`src/rtl/ram_cmd_ctrl.sv`:
```
// Port-A owner for a byte-enabled dual-port RAM: zero-fills it after reset, then serves
// read/write commands, with a 2-entry skid FIFO hiding the RAM's one-cycle read latency.
module ram_cmd_ctrl #(
  parameter int  DEPTH          = 2048,
  parameter int  WIDTH          = 32,
  parameter bit  CLEAR_ON_RESET = 1'b1,
  localparam int DEPTH_BITS     = $clog2(DEPTH),
  localparam int BE_BITS        = WIDTH / 8
) (
  input  logic                  clock,
  input  logic                  reset,
  input  logic                  cmd_valid,
  output logic                  cmd_ready,
  input  logic                  cmd_wr,
  input  logic [DEPTH_BITS-1:0] cmd_address,
  input  logic [WIDTH-1:0]      cmd_data,
  input  logic [BE_BITS-1:0]    cmd_mask,
  output logic                  rsp_valid,
  input  logic                  rsp_ready,
  output logic [WIDTH-1:0]      rsp_data,
  output logic                  init_done,
  output logic [DEPTH_BITS-1:0] ram_address,
  output logic                  ram_wren,
  output logic [BE_BITS-1:0]    ram_byteena,
  output logic [WIDTH-1:0]      ram_data,
  input  logic [WIDTH-1:0]      ram_q
);

  typedef enum logic {ST_INIT, ST_RUN} state_t;

  state_t                r_state;
  logic [DEPTH_BITS-1:0] r_clr_cnt;
  logic                  r_init_done;
  logic                  r_inflight;
  logic [WIDTH-1:0]      r_fifo_mem [2];
  logic                  r_fifo_rd_ptr;
  logic                  r_fifo_wr_ptr;
  logic [1:0]            r_fifo_cnt;

  logic       w_run;
  logic [1:0] w_used;
  logic       w_accept;
  logic       w_rd_accept;
  logic       w_fifo_empty;
  logic       w_push;
  logic       w_pop;

  // Credits count every read not yet handed out: queued in the FIFO or still in the RAM.
  assign w_run        = !reset && (r_state == ST_RUN);
  assign w_used       = r_fifo_cnt + {1'b0, r_inflight};
  assign cmd_ready    = w_run && (w_used < 2'd2);
  assign w_accept     = cmd_valid && cmd_ready;
  assign w_rd_accept  = w_accept && !cmd_wr;
  assign w_fifo_empty = (r_fifo_cnt == 2'd0);

  assign rsp_valid = !reset && (!w_fifo_empty || r_inflight);
  assign rsp_data  = w_fifo_empty ? ram_q : r_fifo_mem[r_fifo_rd_ptr];
  assign w_pop     = rsp_valid && rsp_ready && !w_fifo_empty;
  // Fresh RAM data bypasses the FIFO only when nothing older is queued and it is taken now.
  assign w_push    = !reset && r_inflight && !(w_fifo_empty && rsp_ready);

  assign init_done = !reset && r_init_done;
  assign ram_wren  = !reset && ((r_state == ST_INIT) || (w_accept && cmd_wr));

  always_comb begin
    // NOTE: every signal assigned here gets a default first, so no path can infer a latch.
    ram_address = cmd_address;
    ram_data    = cmd_data;
    ram_byteena = cmd_mask;
    if (r_state == ST_INIT) begin
      ram_address = r_clr_cnt;
      ram_data    = '0;
      ram_byteena = '1;
    end
  end

  always_ff @(posedge clock) begin
    // NOTE: sequential state is updated with non-blocking assignments only, so every
    // register samples the pre-edge values of the others regardless of statement order.
    if (reset) begin
      r_state       <= CLEAR_ON_RESET ? ST_INIT : ST_RUN;
      r_clr_cnt     <= '0;
      r_init_done   <= !CLEAR_ON_RESET;
      r_inflight    <= 1'b0;
      r_fifo_rd_ptr <= 1'b0;
      r_fifo_wr_ptr <= 1'b0;
      r_fifo_cnt    <= 2'd0;
    end else begin
      if (r_state == ST_INIT) begin
        r_clr_cnt <= r_clr_cnt + DEPTH_BITS'(1);
        if (r_clr_cnt == DEPTH_BITS'(DEPTH - 1)) begin
          r_state     <= ST_RUN;
          r_init_done <= 1'b1;
        end
      end
      r_inflight <= w_rd_accept;
      if (w_push) r_fifo_wr_ptr <= ~r_fifo_wr_ptr;
      if (w_pop)  r_fifo_rd_ptr <= ~r_fifo_rd_ptr;
      case ({w_push, w_pop})
        2'b10:   r_fifo_cnt <= r_fifo_cnt + 2'd1;
        2'b01:   r_fifo_cnt <= r_fifo_cnt - 2'd1;
        default: r_fifo_cnt <= r_fifo_cnt;
      endcase
    end
  end

  // NOTE: FIFO storage has no reset; the count and pointers alone decide what is valid.
  always_ff @(posedge clock) begin
    if (w_push) r_fifo_mem[r_fifo_wr_ptr] <= ram_q;
  end

endmodule

```
`config.mk`:
```
export PLATFORM = sky130hd
export DESIGN_NAME = ram_cmd_ctrl
export DESIGN_NICKNAME = d
export VERILOG_FILES = /design/src/rtl/ram_cmd_ctrl.sv
export SDC_FILE = /design/constraint.sdc
export NUM_CORES = 1
export LEC_CHECK = 0
export ABC_AREA = 0
export BUFFER_PORTS_ARGS = -buffer_cell sky130_fd_sc_hd__buf_2
export CAP_MARGIN = 25
export CORE_ASPECT_RATIO = 0.6
export CORE_MARGIN = 2
export CORE_UTILIZATION = 44
export CTS_BUF_LIST = sky130_fd_sc_hd__clkbuf_8
export DETAILED_ROUTE_END_ITERATION = 12
export PLACE_DENSITY_LB_ADDON = 0.08
export SLEW_MARGIN = 15
export SYNTH_ARGS = -nofsm -noshare
export SYNTH_HDL_FRONTEND = slang
export SYNTH_SLANG_ARGS = --single-unit
```
`constraint.sdc`:
```
create_clock -name clock -period 2.7 [get_ports clock]
set_input_delay 0.54 -clock clock [delete_from_list [all_inputs] [get_ports clock]]
set_output_delay 0.54 -clock clock [all_outputs]
set_load 0.01 [all_outputs]
```
==> insert_results.sql, run 1 <==
INSERT INTO impl_metrics (metric_group, metric, value, unit) VALUES
('finish', 'layout-drive-gt1-share', '41.97', '%'),
('yosys', 'asyncSetResetFlopFracSynth', '0', '%'),
('clocking', 'post-cts-setup-buffers', '0', ''),
('clocking', 'cts_made_buffers', '9', ''),
('detailed_routing', 'drcViolationCount', '0', ''),
('place', 'dp_cells', '594', ''),
('clocking', 'cts_hold_buffers', '0', ''),
('global_route', 'largest_net_degree_at_the_start_of_global_routing', '39', ''),
('yosys', 'edff_count_synth', '64', ''),
('yosys', 'synthDistinctLibCells', '34', ''),
('clocking', 'max-clock-path-buffers', '2', ''),
('sta', 'final.hold.worst_slack', '368.8', 'ps'),
('outcome', 'outcome', 'complete, no violations', ''),
('clocking', 'cts-resized-gates', '0', ''),
('die', 'io_pins', '167', ''),
('worst_setup_path', 'setup_crit_end_kind', 'output pin', ''),
('finish', 'insertedDiodeCount', '0', ''),
('worst_setup_path', 'worst_path_largest_cell_delay', '480', 'ps'),
('worst_setup_path', 'slowest_stage', 'sky130_fd_sc_hd__dfxtp_1', ''),
('worst_setup_path', 'critical_path_buf_inv_count', '2', ''),
('sta', 'worst_slew_pin_slew', '408.7', 'ps'),
('sta', 'rsz0062_at_grt', 'no', ''),
('detailed_routing', 'num_vias', '2963', ''),
('sta', 'period_needed', '2252', 'ps'),
('sta', 'slew_viol_final', '0', ''),
('sta', 'timing.final.setup_violations', '0', ''),
('detailed_routing', 'ant_nets', '0', ''),
('sta', 'max_freq', '444.0', 'MHz'),
('finish', 'design_area', '5030', 'µm²'),
('worst_setup_path', 'path_cells', 'or2_2 -> buf_4 -> nor2_1 -> a21oi_1 -> buf_2', ''),
('finish', 'finalNetCount', '579', ''),
('finish', 'flow.area_growth_from_synthesis', '31.03', '%'),
('detailed_routing', 'avgViaCountPerCell', '4.857', ''),
('global_route', 'initial_antenna_violation_count', '0', ''),
('die', 'die_area', '9512', 'µm²'),
('clocking', 'h-tree-depth', '3', ''),
('die', 'fp.dieW', '124.6', 'µm'),
('die', 'placementRows', '26', ''),
('pwr', 'worst_ir_drop_vdd', '0.2068', 'mV'),
('detailed_routing', 'drt_pass1_iterations', '5', ''),
('place', 'placed_area', '4853', 'µm²'),
('yosys', 'synth.yosys.warnings', '0', ''),
('global_route', 'total_global_route_track_usage', '17.40', '%'),
('die', 'effective_utilization_at_floorplan', '45.21', '%'),
('sta', 'finalHoldViolCount', '0', ''),
('yosys', 'number_of_storage_elements_in_the_synthesis_netlist', '83', ''),
('die', 'dieHeight', '76.35', 'µm'),
('finish', 'area_taken_by_flip_flops_and_latches', '2303', 'µm²'),
('worst_setup_path', 'timing.setup.critical_path_class', 'reg2out', ''),
('yosys', 'syn_area_per_cell', '11.70', 'µm²'),
('hold_path', 'hold_class', 'in2reg', ''),
('pwr', 'total_power', '2.322', 'mW'),
('yosys', 'synthesis.area', '3839', 'µm²'),
('detailed_routing', 'route.final.wire_length', '8131', 'µm'),
('pwr', 'cellPowerDensity', '461.7', 'nW/µm²'),
('sta', 'tightest_slew_margin_relative_to_the_limit', '72.72', '%'),
('global_route', 'first_global_vias', '2713', ''),
('detailed_routing', 'detail_routed_net_length_per_standard_cell', '13.33', 'µm'),
('yosys', 'synth.yosys.seq_area_share', '59.97', '%'),
('worst_setup_path', 'data_arrival_critical_path', '1710', 'ps'),
('yosys', 'ys_dominant_reg_cell', 'sky130_fd_sc_hd__edfxtp_1', ''),
('die', 'design.core.area', '8491', 'µm²'),
('clocking', 'tritoncts_clock_tree', 'built', ''),
('finish', 'multiInputGateArea', '1443', 'µm²'),
('sta', 'finalCritPeriodShare', '83.42', '%'),
('worst_setup_path', 'critical_path_required_time', '2160', 'ps'),
('sta', 'fin_tns_setup', '0', 'ps'),
('global_route', 'grt.overflow.total', '0', ''),
('worst_setup_path', 'timing.critical_path.from_type', 'register', ''),
('clocking', 'numClockSinks', '83', ''),
('finish', 'final-instance-count-excl-fill', '610', '');
-- power by group --
part	switching (mW)	internal, mW	total (mW)
clock network	0.441	0.338	0.778
logic	0.0792	0.0847	0.164
registers	0.00583	1.37	1.38
total	0.526	1.80	2.32
-- layer usage --
| layer | wire length [µm] | vias to the layer above | track usage [%] |
|---|---|---|---|
| met3 | 685 | 9 | 5.899 |
| met1 | 3808 | 1326 | 23.43 |
| met2 | 3560 | 130 | 27.10 |
| met4 | 77 | 0 | 4.719 |
| met5 | 0 | - | 0 |
| li1 | - | 1498 | - |
-- worst register-to-register path: cells and delay by family (launching register included) --
kind | cells | cell delay (ps)
AND/OR/NAND/NOR | 3 | 880
flip-flops | 1 | 480
adder cells (fa/ha/maj) | 1 | 370
AO/OA/AOI/OAI | 1 | 140
-- kinds of logic (layout without fill, tap and decap cells) --
family	after synthesis	count (layout)	synth area share (%)
xor gates and xnor gates	7	7	1.597
muxes	43	43	11.54
AOI/OAI and AO/OA	53	53	7.269
adders and majority gates	2	2	0.6518
buffers and inverters	26	196	2.836
and+or+nand+nor	114	114	16.13
DFF	83	83	59.97
-- path summary, 6_finish.rpt --
kind / startpoint / end / slack (ps) / depth (start not counted)
worst max-delay path: r_fifo_cnt[0] / rsp_data[27] / 450 / 5
worst min-delay path: cmd_wr / r_inflight / 370 / 2
worst max register to register: r_fifo_cnt[0] / r_fifo_cnt[1] / 770 / 5
worst min register to register: r_clr_cnt[10] / r_clr_cnt[10] / 510 / 2
-- placed cells by master, fill, tap and decap left out, types with 5 or more instances in the layout --
master / count
sky130_fd_sc_hd__buf_2: 166
sky130_fd_sc_hd__edfxtp_1: 64
sky130_fd_sc_hd__nor2_1: 44
sky130_fd_sc_hd__a21oi_1: 40
sky130_fd_sc_hd__mux2i_1: 33
sky130_fd_sc_hd__and2_1: 32
sky130_fd_sc_hd__dfxtp_1: 18
sky130_fd_sc_hd__mux2_2: 10
sky130_fd_sc_hd__clkbuf_8: 9
sky130_fd_sc_hd__o21ai_0: 7
sky130_fd_sc_hd__inv_1: 6
sky130_fd_sc_hd__nand2_1: 6
sky130_fd_sc_hd__nand2b_1: 5
sky130_fd_sc_hd__buf_4: 5
-- area by class of cell --
type                    count  share of cell area, %
multi-input cells         219                  28.68
clock buffers               9                  2.463
well taps                 112                  2.786
repair buffers            175                  18.86
flip-flops and latches     83                  45.80
inverters                   5                 0.3731
clock inverters             7                  1.045
-- state kept, by name, summed over array words and instances (netlist names), named ones only --
register	cells
r_clr_cnt	11
r_fifo_cnt	2
r_fifo_mem	64
r_fifo_rd_ptr	1
r_fifo_wr_ptr	1
r_inflight	1
r_init_done	1
r_state	1
-- cells in the mapped netlist (3+ instances only) --
cell type	n	share of area, %
sky130_fd_sc_hd__mux2_2	10	2.9
sky130_fd_sc_hd__and2_1	32	5.2
sky130_fd_sc_hd__clkbuf_1	9	0.88
sky130_fd_sc_hd__edfxtp_1	64	50
sky130_fd_sc_hd__buf_2	8	1.0
sky130_fd_sc_hd__nor2_1	46	4.5
sky130_fd_sc_hd__or4_1	3	0.59
sky130_fd_sc_hd__nand2b_1	5	0.81
sky130_fd_sc_hd__buf_1	3	0.29
sky130_fd_sc_hd__nand2_1	6	0.59
sky130_fd_sc_hd__or3_1	3	0.49
sky130_fd_sc_hd__nor2b_1	3	0.49
sky130_fd_sc_hd__a21oi_1	40	5.2
sky130_fd_sc_hd__xnor2_1	3	0.68
sky130_fd_sc_hd__mux2i_1	33	8.6
sky130_fd_sc_hd__xor2_1	4	0.91
sky130_fd_sc_hd__o21ai_0	7	0.91
sky130_fd_sc_hd__inv_1	5	0.49
sky130_fd_sc_hd__dfxtp_1	19	9.9
sky130_fd_sc_hd__o31ai_1	4	0.78
-- metrics by stage --
step | setup WS [ps] | util (%)
2_1_floorplan | -112.0 | -
3_3_place_gp | 586.8 | 57.16
3_5_place_dp | 562.7 | 57.16
4_1_cts | 425.0 | 59.24
5_1_grt | 339.6 | 59.24
6_report | 447.5 | 59.24
(Power assumes the default switching activity.)
==> run 2: changes to the inputs <==
- ABC_AREA: 0 -> 1
- CORE_UTILIZATION: 44 -> 45
- clock period: 2.7 -> 2.03 ns (I/O delays scaled with it)
==> run 2 against run 1 <==
  * Synthesized cell count is 45% higher
  * Highest routed layer unchanged
  * Flip-flop and latch count stayed put
  * Hold slack got worse by 150 ps
  * Critical path type unchanged
  * First-iteration DRC count up 23%
==> insert_results.sql, run 2 <==
INSERT INTO impl_metrics (metric_group, metric, value, unit) VALUES
('outcome', 'outcome', 'complete, no violations', ''),
('finish', 'largest_register', 'r_fifo_mem', ''),
('sta', 'timing.final.setup_violations', '0', ''),
('pwr', 'combPwrFrac', '6.8', '%'),
('detailed_routing', 'num_vias', '3479', ''),
('yosys', 'synth.most_common_cell', 'sky130_fd_sc_hd__nand2_1', ''),
('pwr', 'part_of_the_total_power_dissipated_in_the_clock_network', '36.5', '%'),
('detailed_routing', 'avgViaCountPerCell', '4.608', ''),
('yosys', 'edff_count_synth', '64', ''),
('pwr', 'switching_share_of_total_power', '22.38', '%'),
('place', 'dp_cells', '736', ''),
('worst_setup_path', 'reg2regPathDepth', '9', ''),
('worst_setup_path', 'r2r-start', 'r_fifo_cnt[0]', ''),
('yosys', 'synth.net_count', '561', ''),
('worst_setup_path', 'timing.critical_path.from_type', 'register', ''),
('sta', 'finalCritPeriodShare', '92.88', '%'),
('hold_path', 'hold_class', 'in2reg', ''),
('die', 'fp.dieW', '127.1', 'µm'),
('detailed_routing', 'drt_iter0_markers', '200', ''),
('yosys', 'synthTopCellsByCount', '140 x sky130_fd_sc_hd__nand2_1, 80 x sky130_fd_sc_hd__inv_1, 70 x sky130_fd_sc_hd__o21ai_0', ''),
('die', 'design.core.area', '8653', 'µm²'),
('die', 'effective_utilization_at_floorplan', '47.28', '%'),
('yosys', 'synth_top_area_share', '46.97', '%'),
('detailed_routing', 'ant_nets', '0', ''),
('sta', 'setup_slack', '144.5', 'ps'),
('finish', 'layout.core_utilization', '61.05', '%'),
('die', 'io_pins', '167', ''),
('pwr', 'cellInternalPower', '2.508', 'mW'),
('finish', 'insertedDiodeCount', '0', ''),
('pwr', 'netSwitchingPower', '0.7229', 'mW'),
('sta', 'fin_tns_setup', '0', 'ps'),
('global_route', 'grt_busiest_layer', 'met2', ''),
('yosys', 'ys_dominant_reg_cell', 'sky130_fd_sc_hd__edfxtp_1', ''),
('global_route', 'grt_first_pass_wirelength', '14300', 'µm'),
('worst_setup_path', 'timing.setup.critical_path_class', 'reg2out', ''),
('global_route', 'groute.layer.met1.usage', '23.56', '%'),
('worst_setup_path', 'data_arrival_critical_path', '1480', 'ps'),
('global_route', 'gr-usage-met2', '30.27', '%'),
('sta', 'tightest_slew_margin_relative_to_the_limit', '79.77', '%'),
('die', 'die_area', '9896', 'µm²'),
('finish', 'design_area', '5283', 'µm²'),
('clocking', 'numClockSinks', '83', ''),
('pwr', 'static-leakage-power', '2.650', 'nW'),
('clocking', 'tritoncts_clock_tree', 'built', ''),
('yosys', 'synthDominantAreaCellType', 'sky130_fd_sc_hd__edfxtp_1', ''),
('yosys', 'post_synth_inst_count', '475', ''),
('sta', 'finalClockSkew', '8.240', 'ps'),
('clocking', 'clock_tree.root_cell', 'sky130_fd_sc_hd__clkbuf_8', ''),
('yosys', 'syn_area_per_cell', '8.614', 'µm²'),
('sta', 'rsz0062_at_grt', 'no', ''),
('place', 'globalplace.congestion', '0.7616', ''),
('run', 'drv_cap', '0', ''),
('sta', 'finalHoldViolCount', '0', ''),
('finish', 'mostFrequentLayoutCell', 'sky130_fd_sc_hd__buf_2', ''),
('sta', 'period_needed', '1886', 'ps'),
('worst_setup_path', 'critical_path_required_time', '1620', 'ps'),
('place', 'place_worst_setup_slack', '189.6', 'ps'),
('die', 'placementRows', '26', ''),
('sta', 'max_freq', '530.4', 'MHz'),
('global_route', 'total_global_route_track_usage', '18.26', '%'),
('detailed_routing', 'detail_routed_net_length_per_standard_cell', '12.21', 'µm'),
('global_route', 'grt.overflow.total', '0', ''),
('place', 'numPortBuffers', '166', ''),
('finish', 'highest_count_cells_in_the_layout_ignoring_fill_and_taps', '166 x sky130_fd_sc_hd__buf_2, 140 x sky130_fd_sc_hd__nand2_1, 80 x sky130_fd_sc_hd__inv_1', ''),
('die', 'dieHeight', '77.86', 'µm'),
('clocking', 'cts_hold_buffers', '0', ''),
('yosys', 'asyncSetResetFlopFracSynth', '0', '%'),
('clocking', 'cts_made_buffers', '9', ''),
('clocking', 'worst_skew_pair.late_latency', '350', 'ps'),
('yosys', 'number_of_storage_elements_in_the_synthesis_netlist', '83', ''),
('place', 'dp_hpwl', '6268', 'µm'),
('finish', 'largest_register_ffs', '64', ''),
('yosys', 'yosys-top-cells-area', 'sky130_fd_sc_hd__edfxtp_1 47%, sky130_fd_sc_hd__nand2_1 13%, sky130_fd_sc_hd__dfxtp_1 9.3%, sky130_fd_sc_hd__o21ai_0 8.6%, sky130_fd_sc_hd__inv_1 7.3%', ''),
('hold_path', 'min_from', 'cmd_wr', ''),
('worst_setup_path', 'worst-r2r-setup-slack', '260', 'ps'),
('pwr', 'p_seq_share', '56.7', '%'),
('clocking', 'max-clock-path-buffers', '2', ''),
('yosys', 'synth.yosys.seq_area_share', '56.27', '%'),
('finish', 'biggestRegsByFlops', 'r_fifo_mem x64, r_clr_cnt x11, r_fifo_cnt x2', ''),
('finish', 'layout-drive-gt1-share', '32.97', '%'),
('yosys', 'synthDistinctLibCells', '30', ''),
('global_route', 'largest_net_degree_at_the_start_of_global_routing', '65', ''),
('global_route', 'first_global_vias', '3149', ''),
('hold_path', 'destination_of_the_worst_hold_path', 'r_inflight', ''),
('detailed_routing', 'route.final.wire_length', '9219', 'µm'),
('place', 'placed_area', '5026', 'µm²'),
('sta', 'worst_slew_pin_slew', '300.3', 'ps'),
('finish', 'final-instance-count-excl-fill', '755', ''),
('worst_setup_path', 'setup_crit_end_kind', 'output pin', ''),
('pwr', 'worst_ir_drop_vdd', '0.3814', 'mV'),
('hold_path', 'min_path_cells', '2', ''),
('yosys', 'synth.yosys.warnings', '0', ''),
('worst_setup_path', 'path_max_fanout', '32', ''),
('global_route', 'met3_usage', '5.379', '%'),
('sta', 'slew_viol_final', '0', ''),
('pwr', 'cellPowerDensity', '611.6', 'nW/µm²'),
('clocking', 'h-tree-depth', '3', ''),
('worst_setup_path', 'critical_path.reg2reg.endpoint', 'r_fifo_cnt[1]', ''),
('detailed_routing', 'drt_pass1_iterations', '4', ''),
('detailed_routing', 'drcViolationCount', '0', ''),
('yosys', 'synthesis.area', '4091', 'µm²'),
('clocking', 'path_clk_slew', '80', 'ps'),
('finish', 'flow.area_growth_from_synthesis', '29.11', '%'),
('finish', 'finalNetCount', '724', ''),
('global_route', 'initial_antenna_violation_count', '0', '');
## run 2: changes by cell type after synthesis, moves of 8 or more
cell / delta
sky130_fd_sc_hd__clkbuf_1: -8
sky130_fd_sc_hd__mux2_2: -10
sky130_fd_sc_hd__a21oi_1: -34
sky130_fd_sc_hd__nor2_1: -18
sky130_fd_sc_hd__inv_1: +75
sky130_fd_sc_hd__nand2_1: +134
sky130_fd_sc_hd__mux2i_1: -33
sky130_fd_sc_hd__and2_1: -32
sky130_fd_sc_hd__o21ai_0: +63
## run 2: kinds of logic (layout without fill, tap and decap cells)
kind of cell / Yosys count / count (layout) / share of synthesized area [%]
buffers and inverters: 106 / 274 / 11.44
XOR/XNOR: 1 / 1 / 0.2141
AND/OR/NAND/NOR: 201 / 201 / 21.35
AO/OA/AOI/OAI: 82 / 82 / 10.12
adder cells (fa/ha/maj): 2 / 2 / 0.6115
flip-flops: 83 / 83 / 56.27
## run 2: power by group through the flow
| stage | registers, mW | logic [mW] | clock network [mW] |
|---|---|---|---|
| global route | 1.83 | 0.248 | 1.28 |
| floorplan | 1.87 | 0.0793 | 0 |
| detailed placement | 1.87 | 0.220 | 0 |
| CTS | 1.83 | 0.221 | 1.22 |
| finish | 1.83 | 0.219 | 1.18 |
| global placement | 1.87 | 0.215 | 0 |
## run 2: critical path, stage by stage, from the launching register on
cell and delay, ps:
sky130_fd_sc_hd__dfxtp_1 450, sky130_fd_sc_hd__nor2_4 90, sky130_fd_sc_hd__clkbuf_16 210, sky130_fd_sc_hd__o21ai_0 210, sky130_fd_sc_hd__buf_2 170
## run 2: through the flow
step	power (mW)	hold slack, ps
global route	3.363	195.7
finish	3.231	221.7
global placement	2.087	453.3
detailed placement	2.092	451.8
floorplan	1.951	429.5
CTS	3.270	192.6
## run 2: how the worst max path moves through the flow
stage / from / endpoint / slack (ps) / cells after the start
floorplan: reset / r_fifo_mem[0][0] / -500 / 4
global placement: reset / r_fifo_cnt[1] / 230 / 8
detailed placement: reset / r_fifo_cnt[1] / 190 / 8
CTS: register / rsp_data[10] / 60 / 4
global route: register / rsp_data[12] / 10 / 4
finish: r_fifo_cnt[0] / rsp_data[6] / 140 / 4
## run 2: cell type report
type	count	area (µm²)
flip-flops and latches	83	2305
fillers	805	3371
clock buffers	9	123.9
repair buffers	175	983.4
multi-input cells	286	1341
well taps	112	140.1
clock inverters	7	75.07
inverters	83	314.1
## run 2: repair_timing
| item | 4_1_cts | 5_1_grt |
|---|---|---|
| buffers inserted | 0 | 1 |
| endpoints found under the setup margin | 0 | 16 |
| gates resized for setup | 0 | 1 |
## run 2: metal layers
metal | routed length, µm | up-vias | part of all wire [%]
li1 | - | 1829 | -
met1 | 4287 | 1537 | 47
met2 | 4217 | 107 | 46
met3 | 659 | 6 | 7.1
met4 | 54 | 0 | 0.59
met5 | 0 | - | 0
==> run 3: changes to the inputs <==
- ABC_AREA: 1 -> 0
- CORE_UTILIZATION: 45 -> 44
- MAX_ROUTING_LAYER: not set -> met4
- REMOVE_ABC_BUFFERS: not set -> 1
==> run 3 against run 2 <==
  * Largest power group unchanged
  * Cell area fell by 3.9%
  * Critical path depth fell by 1
  * Register-to-register slack improved by 30 ps
  * Final cell count fell by 19%
  * Hold slack improved by 27 ps
  * Sequential power barely moved
==> insert_results.sql, run 3 (same netlist as run 1, synthesis figures left out) <==
INSERT INTO impl_metrics (metric_group, metric, value, unit) VALUES
('outcome', 'outcome', 'complete, no violations', ''),
('clocking', 'max-clock-path-buffers', '2', ''),
('worst_setup_path', 'r2r-start', 'r_inflight', ''),
('global_route', 'first_global_vias', '2717', ''),
('die', 'io_pins', '167', ''),
('clocking', 'clock_tree.root_cell', 'sky130_fd_sc_hd__clkbuf_8', ''),
('finish', 'highest_count_cells_in_the_layout_ignoring_fill_and_taps', '166 x sky130_fd_sc_hd__buf_2, 64 x sky130_fd_sc_hd__edfxtp_1, 43 x sky130_fd_sc_hd__nor2_1', ''),
('die', 'placementRows', '26', ''),
('clocking', 'tritoncts_clock_tree', 'built', ''),
('die', 'die_area', '9512', 'µm²'),
('detailed_routing', 'avgViaCountPerCell', '4.883', ''),
('hold_path', 'min_from', 'cmd_wr', ''),
('finish', 'mostFrequentLayoutCell', 'sky130_fd_sc_hd__buf_2', ''),
('sta', 'finalClockSkew', '6.666', 'ps'),
('detailed_routing', 'num_vias', '2974', ''),
('die', 'design.core.area', '8491', 'µm²'),
('global_route', 'initial_antenna_violation_count', '0', ''),
('clocking', 'cts_made_buffers', '9', ''),
('finish', 'largest_register_ffs', '64', ''),
('worst_setup_path', 'worst-r2r-setup-slack', '290', 'ps'),
('place', 'numPortBuffers', '166', ''),
('detailed_routing', 'ant_nets', '0', ''),
('pwr', 'combPwrFrac', '7.0', '%'),
('die', 'effective_utilization_at_floorplan', '45.21', '%'),
('sta', 'setup_slack', '133.8', 'ps'),
('place', 'dp_hpwl', '5987', 'µm'),
('clocking', 'post-cts-setup-buffers', '0', ''),
('finish', 'insertedDiodeCount', '0', ''),
('finish', 'layout.core_utilization', '59.80', '%'),
('place', 'dp_cells', '593', ''),
('place', 'place_worst_setup_slack', '134.7', 'ps'),
('pwr', 'cellPowerDensity', '621.2', 'nW/µm²'),
('global_route', 'grt.overflow.total', '0', ''),
('finish', 'multiInputGateArea', '1463', 'µm²'),
('clocking', 'numClockSinks', '83', ''),
('worst_setup_path', 'critical_path_required_time', '1620', 'ps'),
('pwr', 'worst_ir_drop_vdd', '0.4039', 'mV'),
('detailed_routing', 'drcViolationCount', '0', ''),
('sta', 'fin_tns_setup', '0', 'ps'),
('detailed_routing', 'drt_pass1_iterations', '4', ''),
('pwr', 'netSwitchingPower', '0.6435', 'mW'),
('clocking', 'path_clk_slew', '70', 'ps'),
('die', 'fp.dieW', '124.6', 'µm'),
('finish', 'biggestRegsByFlops', 'r_fifo_mem x64, r_clr_cnt x11, r_fifo_cnt x2', ''),
('sta', 'period_needed', '1896', 'ps'),
('finish', 'layout-drive-gt1-share', '43.26', '%'),
('pwr', 'p_seq_share', '58.2', '%'),
('sta', 'max_freq', '527.4', 'MHz'),
('worst_setup_path', 'critical_path.reg2reg.endpoint', 'r_fifo_cnt[1]', ''),
('worst_setup_path', 'timing.setup.critical_path_class', 'reg2out', ''),
('finish', 'filler_cell_count', '747', ''),
('pwr', 'total_power', '3.154', 'mW'),
('detailed_routing', 'route.final.wire_length', '8427', 'µm'),
('pwr', 'switching_share_of_total_power', '20.40', '%'),
('pwr', 'part_of_the_total_power_dissipated_in_the_clock_network', '34.8', '%'),
('sta', 'finalHoldViolCount', '0', ''),
('die', 'dieHeight', '76.35', 'µm'),
('global_route', 'grt_first_pass_wirelength', '13460', 'µm'),
('finish', 'final-instance-count-excl-fill', '609', ''),
('worst_setup_path', 'data_arrival_critical_path', '1490', 'ps'),
('sta', 'slew_viol_final', '0', ''),
('place', 'globalplace.congestion', '0.8207', ''),
('finish', 'area_taken_by_flip_flops_and_latches', '2307', 'µm²'),
('hold_path', 'hold_class', 'in2reg', ''),
('sta', 'timing.final.setup_violations', '0', ''),
('pwr', 'cellInternalPower', '2.511', 'mW'),
('pwr', 'static-leakage-power', '2.114', 'nW'),
('run', 'drv_cap', '0', ''),
('detailed_routing', 'detail_routed_net_length_per_standard_cell', '13.84', 'µm'),
('worst_setup_path', 'setup_crit_end_kind', 'output pin', ''),
('clocking', 'worst_skew_pair.late_latency', '340', 'ps'),
('sta', 'worst_slew_pin_slew', '372.8', 'ps'),
('clocking', 'cts_hold_buffers', '0', ''),
('finish', 'finalNetCount', '578', ''),
('finish', 'flow.area_growth_from_synthesis', '32.27', '%'),
('sta', 'finalCritPeriodShare', '93.41', '%'),
('hold_path', 'min_path_cells', '2', ''),
('hold_path', 'destination_of_the_worst_hold_path', 'r_inflight', ''),
('worst_setup_path', 'path_max_fanout', '50', ''),
('finish', 'largest_register', 'r_fifo_mem', ''),
('global_route', 'total_global_route_track_usage', '18.39', '%'),
('worst_setup_path', 'timing.critical_path.from_type', 'register', ''),
('sta', 'rsz0062_at_grt', 'no', ''),
('worst_setup_path', 'reg2regPathDepth', '5', ''),
('clocking', 'h-tree-depth', '3', ''),
('global_route', 'largest_net_degree_at_the_start_of_global_routing', '51', ''),
('detailed_routing', 'drt_iter0_markers', '90', ''),
('sta', 'tightest_slew_margin_relative_to_the_limit', '74.88', '%');
[run 3: changes by cell type in the layout (fill, tap and decap cells not counted), sizes merged, moves of 5 or more]
cell / delta
nand2: -139
nand3: -9
inv: -78
nor2: +12
or3: +5
mux2i: +33
mux2: +10
and2: +32
a21oi: +33
nand2b: +5
o21ai: -68
[run 3: what timing repair did]
item / CTS / global route
endpoints found under the hold margin: 0 / 0
endpoints found under the setup margin: 6 / 29
gates resized for setup: 4 / 6
pin swaps: 0 / 0
[run 3: metrics by stage]
step	instance area, µm²	hold slack [ps]
after floorplan	3749	456.5
after global placement	4858	483.3
after detailed placement	4858	488.5
after CTS	5062	222.2
after global routing	5077	228.6
final	5077	248.6
[run 3: critical path: stages, from the launching register on]
cell                      delay, ps
sky130_fd_sc_hd__dfxtp_2        440
sky130_fd_sc_hd__buf_12         220
sky130_fd_sc_hd__mux2_2         350
sky130_fd_sc_hd__buf_2          140
[run 3: layout make-up]
cell class                 instances  share of cell area [%]
tap                              112                   2.760
clock buffer                      13                   3.524
multi-input combinational        219                   28.81
clock inverter                     3                  0.2464
sequential                        83                   45.44
inverter                           5                  0.3696
timing repair buffer             174                   18.85
[run 3: how the worst max path moves through the flow]
stage / from / endpoint
6_report: r_state / ram_address[7]
5_1_grt: r_state / ram_address[5]
4_1_cts: r_fifo_cnt[0] / rsp_data[5]
3_5_place_dp: rsp_ready / r_fifo_cnt[1]
3_3_place_gp: rsp_ready / r_fifo_cnt[1]
2_1_floorplan: rsp_ready / r_fifo_mem[0][0]
[run 3: metal layers]
layer / up-vias / share of wire, % / global-route usage, %
met3: 4 / 6.6 / 5.407
met4: 0 / 0.47 / 4.719
met1: 1374 / 44 / 22.92
li1: 1498 / - / -
met2: 98 / 49 / 29.78
met5: - / 0 / -
[run 3: power by group through the flow]
stage                     registers (mW)  clock network, mW  logic [mW]
after detailed placement            1.88                  0       0.220
after global routing                1.84               1.21       0.246
after CTS                           1.84               1.14       0.222
final                               1.84               1.10       0.220
after floorplan                     1.87                  0      0.0735
after global placement              1.88                  0       0.213
